[config.mk]
export PLATFORM = sky130hd
export DESIGN_NAME = noise_table_loader
export DESIGN_NICKNAME = d
export VERILOG_FILES = /design/src/rtl/noise_table_loader.sv
export SDC_FILE = /design/constraint.sdc
export NUM_CORES = 1
export LEC_CHECK = 0
export ABC_CLOCK_PERIOD_IN_PS = 4300
export BUFFER_PORTS_ARGS = -buffer_cell sky130_fd_sc_hd__buf_2
export CORE_ASPECT_RATIO = 0.75
export CORE_MARGIN = 5
export CORE_UTILIZATION = 45
export DETAILED_ROUTE_END_ITERATION = 7
export PLACE_DENSITY = 0.65
export SYNTH_ARGS = -nofsm -noshare
export SYNTH_HDL_FRONTEND = slang
export SYNTH_SLANG_ARGS = --single-unit
[constraint.sdc]
create_clock -name clk -period 4.3 [get_ports clk]
set_input_delay 0.43 -clock clk [delete_from_list [all_inputs] [get_ports clk]]
set_output_delay 0.43 -clock clk [all_outputs]
set_load 0.02 [all_outputs]
[src/rtl/noise_table_loader.sv]
// Streams a 2^ABITS-byte blue-noise table into both noise RAM banks and
// validates it against the 16-bit additive checksum that trails the table.
module noise_table_loader #(
    parameter int ABITS = 12,
    parameter int DBITS = 8
) (
    input  logic             clk,
    input  logic             rstn,
    input  logic             start,
    input  logic             abort,
    input  logic [DBITS-1:0] s_data,
    input  logic             s_valid,
    output logic             s_ready,
    output logic             bram_we,
    output logic [ABITS-1:0] bram_addr,
    output logic [DBITS-1:0] bram_din,
    output logic             busy,
    output logic             done,
    output logic             table_valid,
    output logic             csum_err
);

    typedef enum logic [2:0] {
        IDLE    = 3'd0,
        LOAD    = 3'd1,
        CSUM_LO = 3'd2,
        CSUM_HI = 3'd3,
        CHECK   = 3'd4,
        FINISH  = 3'd5
    } state_t;

    localparam logic [ABITS-1:0] LAST_ADDR = {ABITS{1'b1}};

    // Modulo-2^16 accumulation; carries out of bit 15 are dropped.
    function automatic logic [15:0] csum_add(input logic [15:0] acc, input logic [DBITS-1:0] b);
        return acc + {{(16-DBITS){1'b0}}, b};
    endfunction

    state_t             state_r, next_state_s;
    logic [ABITS-1:0]   cnt_r;
    logic [15:0]        sum_r;
    logic [15:0]        exp_r;
    logic               s_ready_r, busy_r, next_ready_s, next_busy_s;
    logic               bram_we_r, done_r, table_valid_r, csum_err_r;
    logic [ABITS-1:0]   bram_addr_r;
    logic [DBITS-1:0]   bram_din_r;
    logic               xfer_s;

    assign xfer_s = s_valid & s_ready_r;

    // Next-state decode; abort overrides every other transition.
    always_comb begin
        next_state_s = state_r;
        case (state_r)
            IDLE, FINISH: begin
                if (start) next_state_s = LOAD;
                else       next_state_s = state_r;
            end
            LOAD: begin
                if (xfer_s && (cnt_r == LAST_ADDR)) next_state_s = CSUM_LO;
                else                                next_state_s = LOAD;
            end
            CSUM_LO: begin
                if (xfer_s) next_state_s = CSUM_HI;
                else        next_state_s = CSUM_LO;
            end
            CSUM_HI: begin
                if (xfer_s) next_state_s = CHECK;
                else        next_state_s = CSUM_HI;
            end
            CHECK:   next_state_s = FINISH;
            default: next_state_s = IDLE;
        endcase
        if (abort) next_state_s = IDLE;
        else       next_state_s = next_state_s;
    end

    // Ready/busy are registered copies of the decode of the next state.
    always_comb begin
        next_ready_s = 1'b0;
        next_busy_s  = 1'b0;
        case (next_state_s)
            LOAD, CSUM_LO, CSUM_HI: begin
                next_ready_s = 1'b1;
                next_busy_s  = 1'b1;
            end
            CHECK:   next_busy_s = 1'b1;
            default: begin
                next_ready_s = 1'b0;
                next_busy_s  = 1'b0;
            end
        endcase
    end

    // State register with its decoded handshake/busy flags.
    always_ff @(posedge clk or negedge rstn) begin
        if (!rstn) begin
            state_r   <= IDLE;
            s_ready_r <= 1'b0;
            busy_r    <= 1'b0;
        end else begin
            state_r   <= next_state_s;
            s_ready_r <= next_ready_s;
            busy_r    <= next_busy_s;
        end
    end

    // Datapath: counter, checksum, RAM write port and result flags.
    always_ff @(posedge clk or negedge rstn) begin
        if (!rstn) begin
            cnt_r         <= {ABITS{1'b0}};
            sum_r         <= 16'd0;
            exp_r         <= 16'd0;
            bram_we_r     <= 1'b0;
            bram_addr_r   <= {ABITS{1'b0}};
            bram_din_r    <= {DBITS{1'b0}};
            done_r        <= 1'b0;
            table_valid_r <= 1'b0;
            csum_err_r    <= 1'b0;
        end else begin
            bram_we_r <= 1'b0;
            done_r    <= 1'b0;
            if (abort) begin
                table_valid_r <= 1'b0;
            end else begin
                case (state_r)
                    IDLE, FINISH: begin
                        if (start) begin
                            cnt_r         <= {ABITS{1'b0}};
                            sum_r         <= 16'd0;
                            table_valid_r <= 1'b0;
                            csum_err_r    <= 1'b0;
                        end
                    end
                    LOAD: begin
                        if (xfer_s) begin
                            bram_we_r   <= 1'b1;
                            bram_addr_r <= cnt_r;
                            bram_din_r  <= s_data;
                            cnt_r       <= cnt_r + ABITS'(1);
                            sum_r       <= csum_add(sum_r, s_data);
                        end
                    end
                    CSUM_LO: if (xfer_s) exp_r[7:0]  <= s_data;
                    CSUM_HI: if (xfer_s) exp_r[15:8] <= s_data;
                    CHECK: begin
                        done_r        <= 1'b1;
                        table_valid_r <= (sum_r == exp_r);
                        csum_err_r    <= (sum_r != exp_r);
                    end
                    default: done_r <= 1'b0;
                endcase
            end
        end
    end

    assign s_ready     = s_ready_r;
    assign busy        = busy_r;
    assign bram_we     = bram_we_r;
    assign bram_addr   = bram_addr_r;
    assign bram_din    = bram_din_r;
    assign done        = done_r;
    assign table_valid = table_valid_r;
    assign csum_err    = csum_err_r;

endmodule

# Word-level counts from Yosys, hierarchy flattened
# Cells that the tools add are included.
# totals
inputBits	13
wordCells	69
regBits	73
# classes
add_sub_neg	2
n_bitwise	2
reduce_logical	14
n_mux	23
eq_ne	15
# ops
op	n
2-to-1 mux 16 bit	2
one-hot mux 16 bit (2 select lines)	1
2-to-1 mux 12 bit	2
one-hot mux 12 bit (2 select lines)	1
adder 16 x 8 -> 16 bit	1
== test 16 bit	1
inequality test 16 bit	1
one-hot mux 3 bit (5 select lines)	1
adder 12 x 1 -> 12 bit (second input constant)	1
== test 12 bit (second input constant)	1
== test 3 x 2 -> 1 bit (second input constant)	4
AND reduction 3 bit	4
2-to-1 mux 1 bit	10
== test 3 bit (second input constant)	3
2-to-1 mux 3 bit	3
== test 3 x 1 -> 1 bit (second input constant)	2
inequality test 2 bit (second input constant)	2
one-hot mux 1 bit (2 select lines)	2
AND reduction 4 bit	1
nonzero test 2 bit	2
OR reduction 4 bit	1
zero test 3 bit	1
inequality test 3 bit (second input constant)	1
nonzero test 3 bit	1
other kinds (7)	7

# Depth between registers and ports, before layout
# Gate-level depths: netlist (run 1).
# depth
depth_word	8
depth_mapped	10
ltp_nobuf	7

# Worst setup path before layout (run 1)
# No wires, ideal clock.
# synth_timing
kind	input to register
startpoint	in s_data[0]
endpoint	reg sum_r[12]
cell_stages	7
setup_ps	132
slack_ps	2254
arrival_time_ps	1914
path_buffers	0
path_cell_list	ha_1 fa_1 a211oi_1 o21bai_1 o2111ai_1 xor2_1 nor2_1
# synth_via
elab_chain_len	3
# synth_lines
element	line_no	rtl
start: declaration	11	input logic [DBITS-1:0] s_data,
adder 16 x 8 -> 16 bit	36	return acc + {{(16-DBITS){1'b0}}, b};
2-to-1 mux 16 bit	136	if (xfer_s) begin
one-hot mux 16 bit (2 select lines)	126	case (state_r)
end signal: assignment	141	sum_r <= csum_add(sum_r, s_data);
end: declaration	41	logic [15:0] sum_r;
# Every way passes these cells. The select of a mux whose other input is x is not followed.
# A chain may end at the register's enable or synchronous reset.

# Worst setup path in the final report (run 1)
# layout_timing
startpoint	reg state_r[1]
endpoint	reg sum_r[15]
# layout_via
elab_chain_len	4
# layout_lines
element	line_no	rtl
start: declaration	39	state_t state_r, next_state_s;
start signal: assignment	102	state_r <= next_state_s;
== test 3 bit / zero test 3 bit (equally long branches)	126	
OR reduction 2 bit	126	
inequality test 2 bit (no line) / nonzero test 2 bit (equally long branches)	n/a	
AND reduction 4 bit (no line)	n/a	
# Several ways; a longest one is shown, not always the timed one.

==> run metrics, run 1 <==
status=completed; total grt overflow=0; io pins=39; WP data arrival=~2.8 ns; area of the multi-input gates=1630 um2; largest net degree at the start of global routing=60; count of nets after finishing=~410; CP Launch Type=flop; worst slew pin tran=around 0.77 ns; CP endpoint kind=flop; Root Driver=clkbuf_8; fillers=between 700 and 800; critical path startpoint=state_r[1]$_DFF_PN0_; Hold Crit Start=s_data[2]; Slew Limit Headroom=0.486; CTS sink cnt=73; Cells after DPL=roughly 480; Worst EP required=approximately 4.6 ns; setup TNS=0 ns; first-pass GRT wire length=about 12000 um; first-pass detailed-route iteration total=4; antenna cells=0; Ys Warns=0; Post-Syn Nets=376; die width=113 um; Power Total=~1.6 mW; Cell Area, Synth=3570 um2; fmax=roughly 400 MHz; post-CTS sizing=0; RSZ-0062 raised after global routing=no; most common cell after layout, fill and taps aside=nand2_1; share of cells above drive strength 1=0.190; Async SR Flop Fraction=1.00; final-report max-slew violation count=0; most frequent cells in the layout=79 x nand2_1, 73 x dfrtp_1, 38 x buf_2, 29 x xor2_1; Post-synth top flop=dfrtp_1; Cell Count, Final, Fillers Out=500; Final Setup Violations=0; die footprint=9840 um2; pwr dens=385 nW/um2; Final Skew=0.00657 ns; Min-Delay Path Class=in2reg; Initial Utilization=0.457; count of different cell masters after synthesis=41; chip height=a little under 90 um; Final Hold Viols=0; IO Port Bufs=38; Seq/Total Area, Yosys=0.511; Detail Placement HPWL=5150 um; initial antenna violation count=0; Post-Syn Instances=roughly 350; vias in the first global route=between 2000 and 3000; register clock-pin slew on the reported worst setup and hold paths=roughly 0.08 ns; Critical Path Fanout Max=38; Clk Latency, worst-skew pair=about 0.36 ns; # DRC=0; Lkg Pwr=roughly 2.2 nW; row count=28; DRT Wirelength=7340 um; reg2reg start=state_r[1]$_DFF_PN0_; synthesis-to-finish area growth=13.4%; vias=2628; 1st-iter DRT viols=approximately 120; average routed wire per standard cell=approximately 15 um; Final min period=between 2 and 3 ns; GRT Total Usage=0.159; CTS Buf Count=9; clk buf depth=2; WS Path Type=reg2reg; htree depth=3; Max VDD drop=between 0.15 and 0.2 mV; Vias/cell=5.26; register area=1830 um2; Core Box Area=between 7000 and 8000 um2; Post-DRT Antenna Nets=0; GPL Wtd Cong=about 0.83; Max-cap violations=0; Synth Area per Inst=between 10 and 15 um2; final worst path period share=0.585; post-synthesis register bit count=73; CTS tree=yes; number of synthesized flops with an enable pin=0
[cell families after synthesis]
group | count (synthesis) | share of synthesized area
multiplexers | 16 | 0.0504
AND/OR/NAND/NOR | 137 | 0.171
XOR/XNOR | 35 | 0.0858
flip-flops | 73 | 0.511
adder cells (fa/ha/maj) | 10 | 0.0371
buffers and inverters | 20 | 0.0322
AO/OA/AOI/OAI | 62 | 0.113
[metal layers]
layer / up-vias / global-route usage / share of wire
li1: 1293 / - / -
met1: 1279 / 0.228 / 0.49
met2: 50 / 0.236 / 0.44
met3: 6 / 0.0410 / 0.064
met4: 0 / 0.0491 / 0.0080
met5: - / 0 / 0
[registers in the layout, indices dropped and copies added (netlist names)]
signal       count
exp_r           16
sum_r           16
bram_addr       12
cnt_r           12
bram_din         8
state_r          3
bram_we          1
busy             1
csum_err         1
done             1
s_ready          1
table_valid      1
[through the flow]
stage | utilization | setup WS (ns) | area, um2 | hold WS (ns)
after floorplan | - | 2.25 | 3570 | 0.134
after global placement | 0.488 | 1.79 | 3810 | 0.343
after detailed placement | 0.488 | 1.69 | 3810 | 0.342
after CTS | 0.519 | 1.78 | 4050 | 0.325
after global routing | 0.519 | 1.56 | 4050 | 0.338
final | 0.519 | 1.78 | 4050 | 0.340
[where the power goes]
part	switching [mW]	internal, mW
logic	0.131	0.0699
registers	0.0244	0.720
clock network	0.269	0.344
[synth_stat cells, types with 5 or more instances]
master	instances	area (um2)
clkbuf_1	6	22.5
o21ai_0	22	110
nor2_1	22	82.6
nand3_1	7	35.0
o211ai_1	7	52.6
ha_1	9	113
or3_1	5	31.3
xor2_1	29	254
a21oi_1	12	60.1
xnor2_1	6	52.6
inv_1	5	18.8
and3_1	5	31.3
nand2_1	79	297
nand4_1	7	43.8
dfrtp_1	73	1830
mux2_2	16	180
[final timing paths]
| kind | endpoint | slack, ns | cells past startpoint |
|---|---|---|---|
| max | sum_r[15]$_DFFE_PN0P_ | 1.78 | 5 |
| min | bram_din[2]$_DFFE_PN0P_ | 0.34 | 3 |
| max reg2reg | sum_r[15]$_DFFE_PN0P_ | 1.78 | 5 |
| min reg2reg | bram_addr[1]$_DFFE_PN0P_ | 0.47 | 2 |
| max in group asynchronous | bram_din[2]$_DFFE_PN0P_ | 2.77 | 3 |
| min in group asynchronous | bram_addr[1]$_DFFE_PN0P_ | 0.49 | 2 |
[critical path: stages (launching register included)]
cell and delay (ns):
dfrtp_1 0.54, or4_4 0.72, clkinv_4 0.29, o211ai_1 0.29, or3_1 0.41, a21oi_1 0.17
[repair_timing]
action                                  in CTS  in global routing
hold endpoints to repair                    14                  0
hold buffers                                 1                  0
endpoints found under the setup margin       0                  0
setup buffers                                0                  0
[final cells by class]
type / instances / area share
clock buffers: 10 / 0.0340
repair buffers: 40 / 0.0513
well taps: 105 / 0.0324
flip-flops and latches: 73 / 0.451
inverters: 6 / 0.00679
clock inverters: 6 / 0.0222
multi-input cells: 260 / 0.403
No activity file was read; power rests on OpenSTA's default activity.
==> inputs of run 2 (changes only) <==
--- a/config.mk
+++ b/config.mk
@@ -5,13 +5,13 @@
 export SDC_FILE = /design/constraint.sdc
 export NUM_CORES = 1
 export LEC_CHECK = 0
-export ABC_CLOCK_PERIOD_IN_PS = 4300
+export ABC_CLOCK_PERIOD_IN_PS = 2210
 export BUFFER_PORTS_ARGS = -buffer_cell sky130_fd_sc_hd__buf_2
 export CORE_ASPECT_RATIO = 0.75
 export CORE_MARGIN = 5
 export CORE_UTILIZATION = 45
 export DETAILED_ROUTE_END_ITERATION = 7
-export PLACE_DENSITY = 0.65
+export PLACE_DENSITY = 0.67
 export SYNTH_ARGS = -nofsm -noshare
 export SYNTH_HDL_FRONTEND = slang
 export SYNTH_SLANG_ARGS = --single-unit
==> constraint.sdc (replaced) <==
create_clock -name clk -period 2.21 [get_ports clk]
set_input_delay 0.221 -clock clk [delete_from_list [all_inputs] [get_ports clk]]
set_output_delay 0.221 -clock clk [all_outputs]
set_load 0.02 [all_outputs]
==> run 2 against run 1 <==
Net effect:
- core utilization increased by 1.1 points
- total power increased by 95%
- highest routed layer unchanged
- hold slack got worse by 0.19 ns
- fmax increased by 18%
- critical path type unchanged
- routed wire length increased by 9.0%
- worst setup slack got worse by 1.7 ns
==> run metrics, run 2 (same netlist as run 1, synthesis figures left out) <==
total grt overflow=0; htree depth=3; Vias/cell=5.30; top flop regs=exp_r x16, sum_r x16; GRT busiest layer=met2; fmax=around 470 MHz; final worst path period share=0.964; Post-Place Cell Area=3900 um2; GPL Wtd Cong=between 0.8 and 0.9; final-report max-slew violation count=0; count of nets after finishing=423; Slew Limit Headroom=0.450; Initial Utilization=0.457; DRT Wirelength=approximately 8000 um; worst slew pin tran=roughly 0.82 ns; Lkg Pwr=about 2.2 nW; met1 usage=0.247; RSZ-0062 raised after global routing=yes; status=completed; Worst Setup EP=sum_r[14]$_DFFE_PN0P_; first-pass detailed-route iteration total=4; 1st-iter DRT viols=165; first-pass GRT wire length=~13000 um; Worst R2R Path Depth=7; Max-cap violations=0; antenna cells=0; die footprint=9840 um2; largest net degree at the start of global routing=51; share of cells above drive strength 1=0.212; vias=~2700; GRT Total Usage=0.172; Detail Placement HPWL=about 5600 um; setup TNS=0 ns; CTS sink cnt=73; Root Driver=clkbuf_8; setup bufs post-CTS=0; worst r2r dst=sum_r[14]$_DFFE_PN0P_; fin worst setup slack=around 0.08 ns; Final Setup Violations=0; Cell Count, Final, Fillers Out=around 500; CP Launch Type=flop; IO Port Bufs=38; critical path startpoint=sum_r[0]$_DFFE_PN0P_; CTS tree=yes; most common cell after layout, fill and taps aside=nand2_1; row count=28; Critical Path Fanout Max=5; synthesis-to-finish area growth=15.9%; Min-Delay Path Class=in2reg; most frequent cells in the layout=79 x nand2_1, 73 x dfrtp_1, 38 x buf_2, 29 x xor2_1, 22 x nor2_1; pwr dens=733 nW/um2; clk buf depth=2; Post-DRT Antenna Nets=0; chip height=about 87 um; Max VDD drop=roughly 0.28 mV; Final Skew=0.0117 ns; Cells after DPL=493; GR Util met3=0.0549; die width=113 um; average routed wire per standard cell=roughly 16 um; CP endpoint kind=flop; vias in the first global route=about 2600; register clock-pin slew on the reported worst setup and hold paths=0.08 ns; Final Hold Viols=0; initial antenna violation count=0; Reg2Reg Setup Slack=0.08 ns; Finished Cell Area=slightly above 4000 um2; # DRC=0; DP Worst Slack=~0.050 ns; Core Box Area=7810 um2; GR Layer Usage met2=0.251; fillers=between 700 and 800; Clk Latency, worst-skew pair=between 0.3 and 0.4 ns; Power Total=about 3 mW; WP data arrival=around 2.4 ns; WS Path Type=reg2reg; reg2reg start=sum_r[0]$_DFFE_PN0P_; Final min period=between 2 and 2.5 ns; Worst EP required=2.44 ns; CTS Buf Count=9; io pins=39
[run 2: cell count changes in the layout (fill, tap and decap cells not counted), sizes merged]
cell,change
buf,+10
clkinv,+1
clkinvlp,-1
[run 2: final cells by class]
type / instances / area [um2] / share of cell area
Multi-Input combinational cell: 260 / 1640 / 0.396
Inverter: 6 / 27.5 / 0.00665
Tap cell: 105 / 131 / 0.0317
Sequential cell: 73 / 1830 / 0.441
Timing Repair Buffer: 50 / 295 / 0.0713
Clock inverter: 6 / 91.3 / 0.0221
Clock buffer: 10 / 128 / 0.0308
[run 2: critical path, stage by stage (launching register included)]
cell	delay [ns]
dfrtp_1	0.41
ha_1	0.23
fa_1	0.46
a211oi_2	0.29
o21bai_2	0.16
o211ai_4	0.25
or3_1	0.15
a21oi_1	0.07
[run 2: report_power, final]
part           switching [mW]  internal [mW]
clock network           0.524          0.642
logic                   0.274          0.149
registers              0.0457           1.40
[run 2: per-stage QoR]
stage                     hold WS (ns)  utilization
after floorplan                -0.0746            -
after global placement           0.250        0.500
after detailed placement         0.250        0.500
after CTS                        0.131        0.529
after global routing             0.136        0.530
final                            0.148        0.530
[run 2: what timing repair did]
item | in CTS | in global routing
setup endpoints to repair | 0 | 7
hold endpoints to repair | 23 | 0
hold buffers | 1 | 0
gates resized for setup | 0 | 3
[run 2: worst min-delay path by stage]
stage / start / end / slack (ns) / cells after the start
after floorplan: rstn / bram_addr[0]$_DFFE_PN0P_ / -0.07 / 0
after global placement: rstn / bram_addr[1]$_DFFE_PN0P_ / 0.25 / 1
after detailed placement: rstn / bram_addr[2]$_DFFE_PN0P_ / 0.25 / 1
after CTS: s_data[5] / bram_din[5]$_DFFE_PN0P_ / 0.13 / 3
after global routing: s_data[5] / bram_din[5]$_DFFE_PN0P_ / 0.14 / 3
final: s_data[2] / bram_din[2]$_DFFE_PN0P_ / 0.15 / 3
[run 2: per-layer routing]
layer | wire [um] | share of wire | up-vias
met5 | 0 | 0 | -
met4 | 149 | 0.019 | 0
met3 | 419 | 0.052 | 15
met2 | 3510 | 0.44 | 54
met1 | 3920 | 0.49 | 1325
li1 | - | - | 1311
==> inputs of run 3 (changes only) <==
--- a/config.mk
+++ b/config.mk
@@ -9,9 +9,10 @@
 export BUFFER_PORTS_ARGS = -buffer_cell sky130_fd_sc_hd__buf_2
 export CORE_ASPECT_RATIO = 0.75
 export CORE_MARGIN = 5
-export CORE_UTILIZATION = 45
+export CORE_UTILIZATION = 40
+export CTS_BUF_LIST = sky130_fd_sc_hd__clkbuf_4
 export DETAILED_ROUTE_END_ITERATION = 7
-export PLACE_DENSITY = 0.67
+export PLACE_DENSITY = 0.61
 export SYNTH_ARGS = -nofsm -noshare
 export SYNTH_HDL_FRONTEND = slang
 export SYNTH_SLANG_ARGS = --single-unit
==> run 3 against run 2 <==
Net effect:
- combinational power increased by 3%
- first-iteration DRC count increased by 55%
- via count increased by 0.22%
- core utilization decreased by 5.1 points
- non-clock buffer count increased by 5
- fmax increased by 4.7%
- clock skew increased by 0.0085 ns
- global-route usage decreased by 1.0 points
- largest cell class unchanged
- largest power group unchanged
==> run metrics, run 3 (same netlist as run 1, synthesis figures left out) <==
Hold Crit Start=s_data[0]; M1 wire length=slightly above 4000 um; first-pass detailed-route iteration total=5; worst slew pin tran=0.635 ns; initial antenna violation count=0; Critical Path Fanout Max=3; io pins=39; most common cell after layout, fill and taps aside=nand2_1; setup TNS=0 ns; average routed wire per standard cell=16.1 um; Worst R2R Path Depth=7; worst r2r dst=sum_r[6]$_DFFE_PN0P_; htree depth=3; row count=29; pwr dens=687 nW/um2; die footprint=around 11000 um2; GPL Wtd Cong=0.879; Slew Limit Headroom=0.577; final-report max-slew violation count=0; Worst EP required=roughly 2.5 ns; Final Hold Viols=0; final core utilization=0.479; vias=between 2000 and 3000; die width=119 um; CTS sink cnt=73; largest net degree at the start of global routing=36; 1st-iter DRT viols=between 200 and 300; Clk Latency, worst-skew pair=between 0.4 and 0.5 ns; Worst Hold Depth=3; Final Setup Violations=0; reg2reg start=sum_r[0]$_DFFE_PN0P_; Vias/cell=~5.2; Initial Utilization=0.416; hold endpoint=bram_din[0]$_DFFE_PN0P_; Max-cap violations=0; Detail Placement HPWL=around 6000 um; RSZ-0062 raised after global routing=yes; Reg2Reg Setup Slack=about 0.18 ns; chip height=91.9 um; most frequent cells in the layout=79 x nand2_1, 73 x dfrtp_1, 38 x buf_2, 29 x xor2_1, 22 x nor2_1; total grt overflow=0; Max stage delay on crit path=about 0.43 ns; DRT Wirelength=~8300 um; status=completed; Min-Delay Path Class=in2reg; Core Box Area=about 8600 um2; met2 wire length=~3800 um; Final min period=2.03 ns; Lkg Pwr=between 2 and 2.5 nW; CP Launch Type=flop; GRT Total Usage=0.162; CTS Buf Count=9; clk buf depth=2; first-pass GRT wire length=~14000 um; CP endpoint kind=flop; WP data arrival=about 2.3 ns; met3 routed WL=403 um; # DRC=0; Root Driver=clkbuf_4; Final Skew=a little over 0.02 ns; antenna cells=0; CTS tree=yes; fmax=between 400 and 500 MHz; Post-DRT Antenna Nets=0; count of nets after finishing=between 400 and 500; share of cells above drive strength 1=0.222; vias in the first global route=~2700; final worst path period share=0.920; Highest Signal Layer=met4; WS Path Type=reg2reg; synthesis-to-finish area growth=15.4%; top flop regs=exp_r x16, sum_r x16; Max VDD drop=about 0.54 mV; slowest CP cell=dfrtp_1; IO Port Bufs=38; register clock-pin slew on the reported worst setup and hold paths=roughly 0.13 ns; Cell Chain, Critical Path=ha_1 > fa_2 > a211oi_2 > o21bai_2 > a21oi_1 > xor2_1 > o21ai_0
## run 3: cell types whose count changed in the layout (fill, tap and decap cells not counted)
cell,before,now
buf_4,10,15
clkinv_4,3,1
clkbuf_1,1,0
clkinvlp_4,0,2
clkbuf_4,0,10
fa_2,0,1
inv_6,1,0
clkbuf_8,9,0
clkinv_2,1,0
clkinv_1,0,2
fa_1,1,0
## run 3: worst max-delay path by stage
| stage | to | start | cells past startpoint | slack (ns) |
|---|---|---|---|---|
| after floorplan | sum_r[12]$_DFFE_PN0P_ | sum_r[0]$_DFFE_PN0P_ | 7 | 0.21 |
| after global placement | sum_r[12]$_DFFE_PN0P_ | sum_r[0]$_DFFE_PN0P_ | 7 | 0.13 |
| after detailed placement | sum_r[14]$_DFFE_PN0P_ | sum_r[0]$_DFFE_PN0P_ | 7 | 0.03 |
| after CTS | sum_r[14]$_DFFE_PN0P_ | sum_r[0]$_DFFE_PN0P_ | 7 | 0.01 |
| after global routing | sum_r[7]$_DFFE_PN0P_ | sum_r[1]$_DFFE_PN0P_ | 7 | -0.004 |
| final | sum_r[6]$_DFFE_PN0P_ | sum_r[0]$_DFFE_PN0P_ | 7 | 0.18 |
## run 3: power by group
| part | switching, mW | internal, mW |
|---|---|---|
| sequential | 0.0457 | 1.40 |
| combinational | 0.280 | 0.156 |
| clock | 0.483 | 0.464 |
## run 3: layout make-up
class	instances	area, um2
tap	108	135
timing repair buffer	55	333
clock buffer	10	75.1
fill	830	4480
inverter	6	27.5
clock inverter	6	82.6
multi-input combinational	260	1640
sequential	73	1830
## run 3: through the flow
| step | cells | setup WS (ns) | cell area, um2 | hold slack, ns | power, mW |
|---|---|---|---|---|---|
| finish | 518 | 0.176 | 4120 | 0.0351 | 2.83 |
| global route | 518 | -0.00421 | 4120 | 0.0228 | 2.99 |
| CTS | 517 | 0.0142 | 4100 | 0.0120 | 2.86 |
| detailed placement | 500 | 0.0287 | 3940 | 0.279 | 1.91 |
| global placement | 500 | 0.127 | 3940 | 0.281 | 1.89 |
| floorplan | 353 | 0.211 | 3570 | -0.0746 | 1.73 |
## run 3: timing repair
item / CTS / global route
hold buffers: 1 / 0
hold endpoints to repair: 26 / 0
resized for setup: 0 / 4
buffers inserted: 0 / 1
endpoints found under the setup margin: 0 / 10
## run 3: layer usage
metal,GRT usage,vias to the layer above
met5,0,-
met4,0.0424,0
met3,0.0498,8
met2,0.246,53
met1,0.226,1332
li1,-,1318
## run 3: worst max-delay path: cells and delay by family, from the launching register on
| family | cells | cell delay, ns |
|---|---|---|
| xor gates and xnor gates | 1 | 0.16 |
| DFF | 1 | 0.43 |
| AOI/OAI and AO/OA | 4 | 0.71 |
| adders and majority gates | 2 | 0.62 |
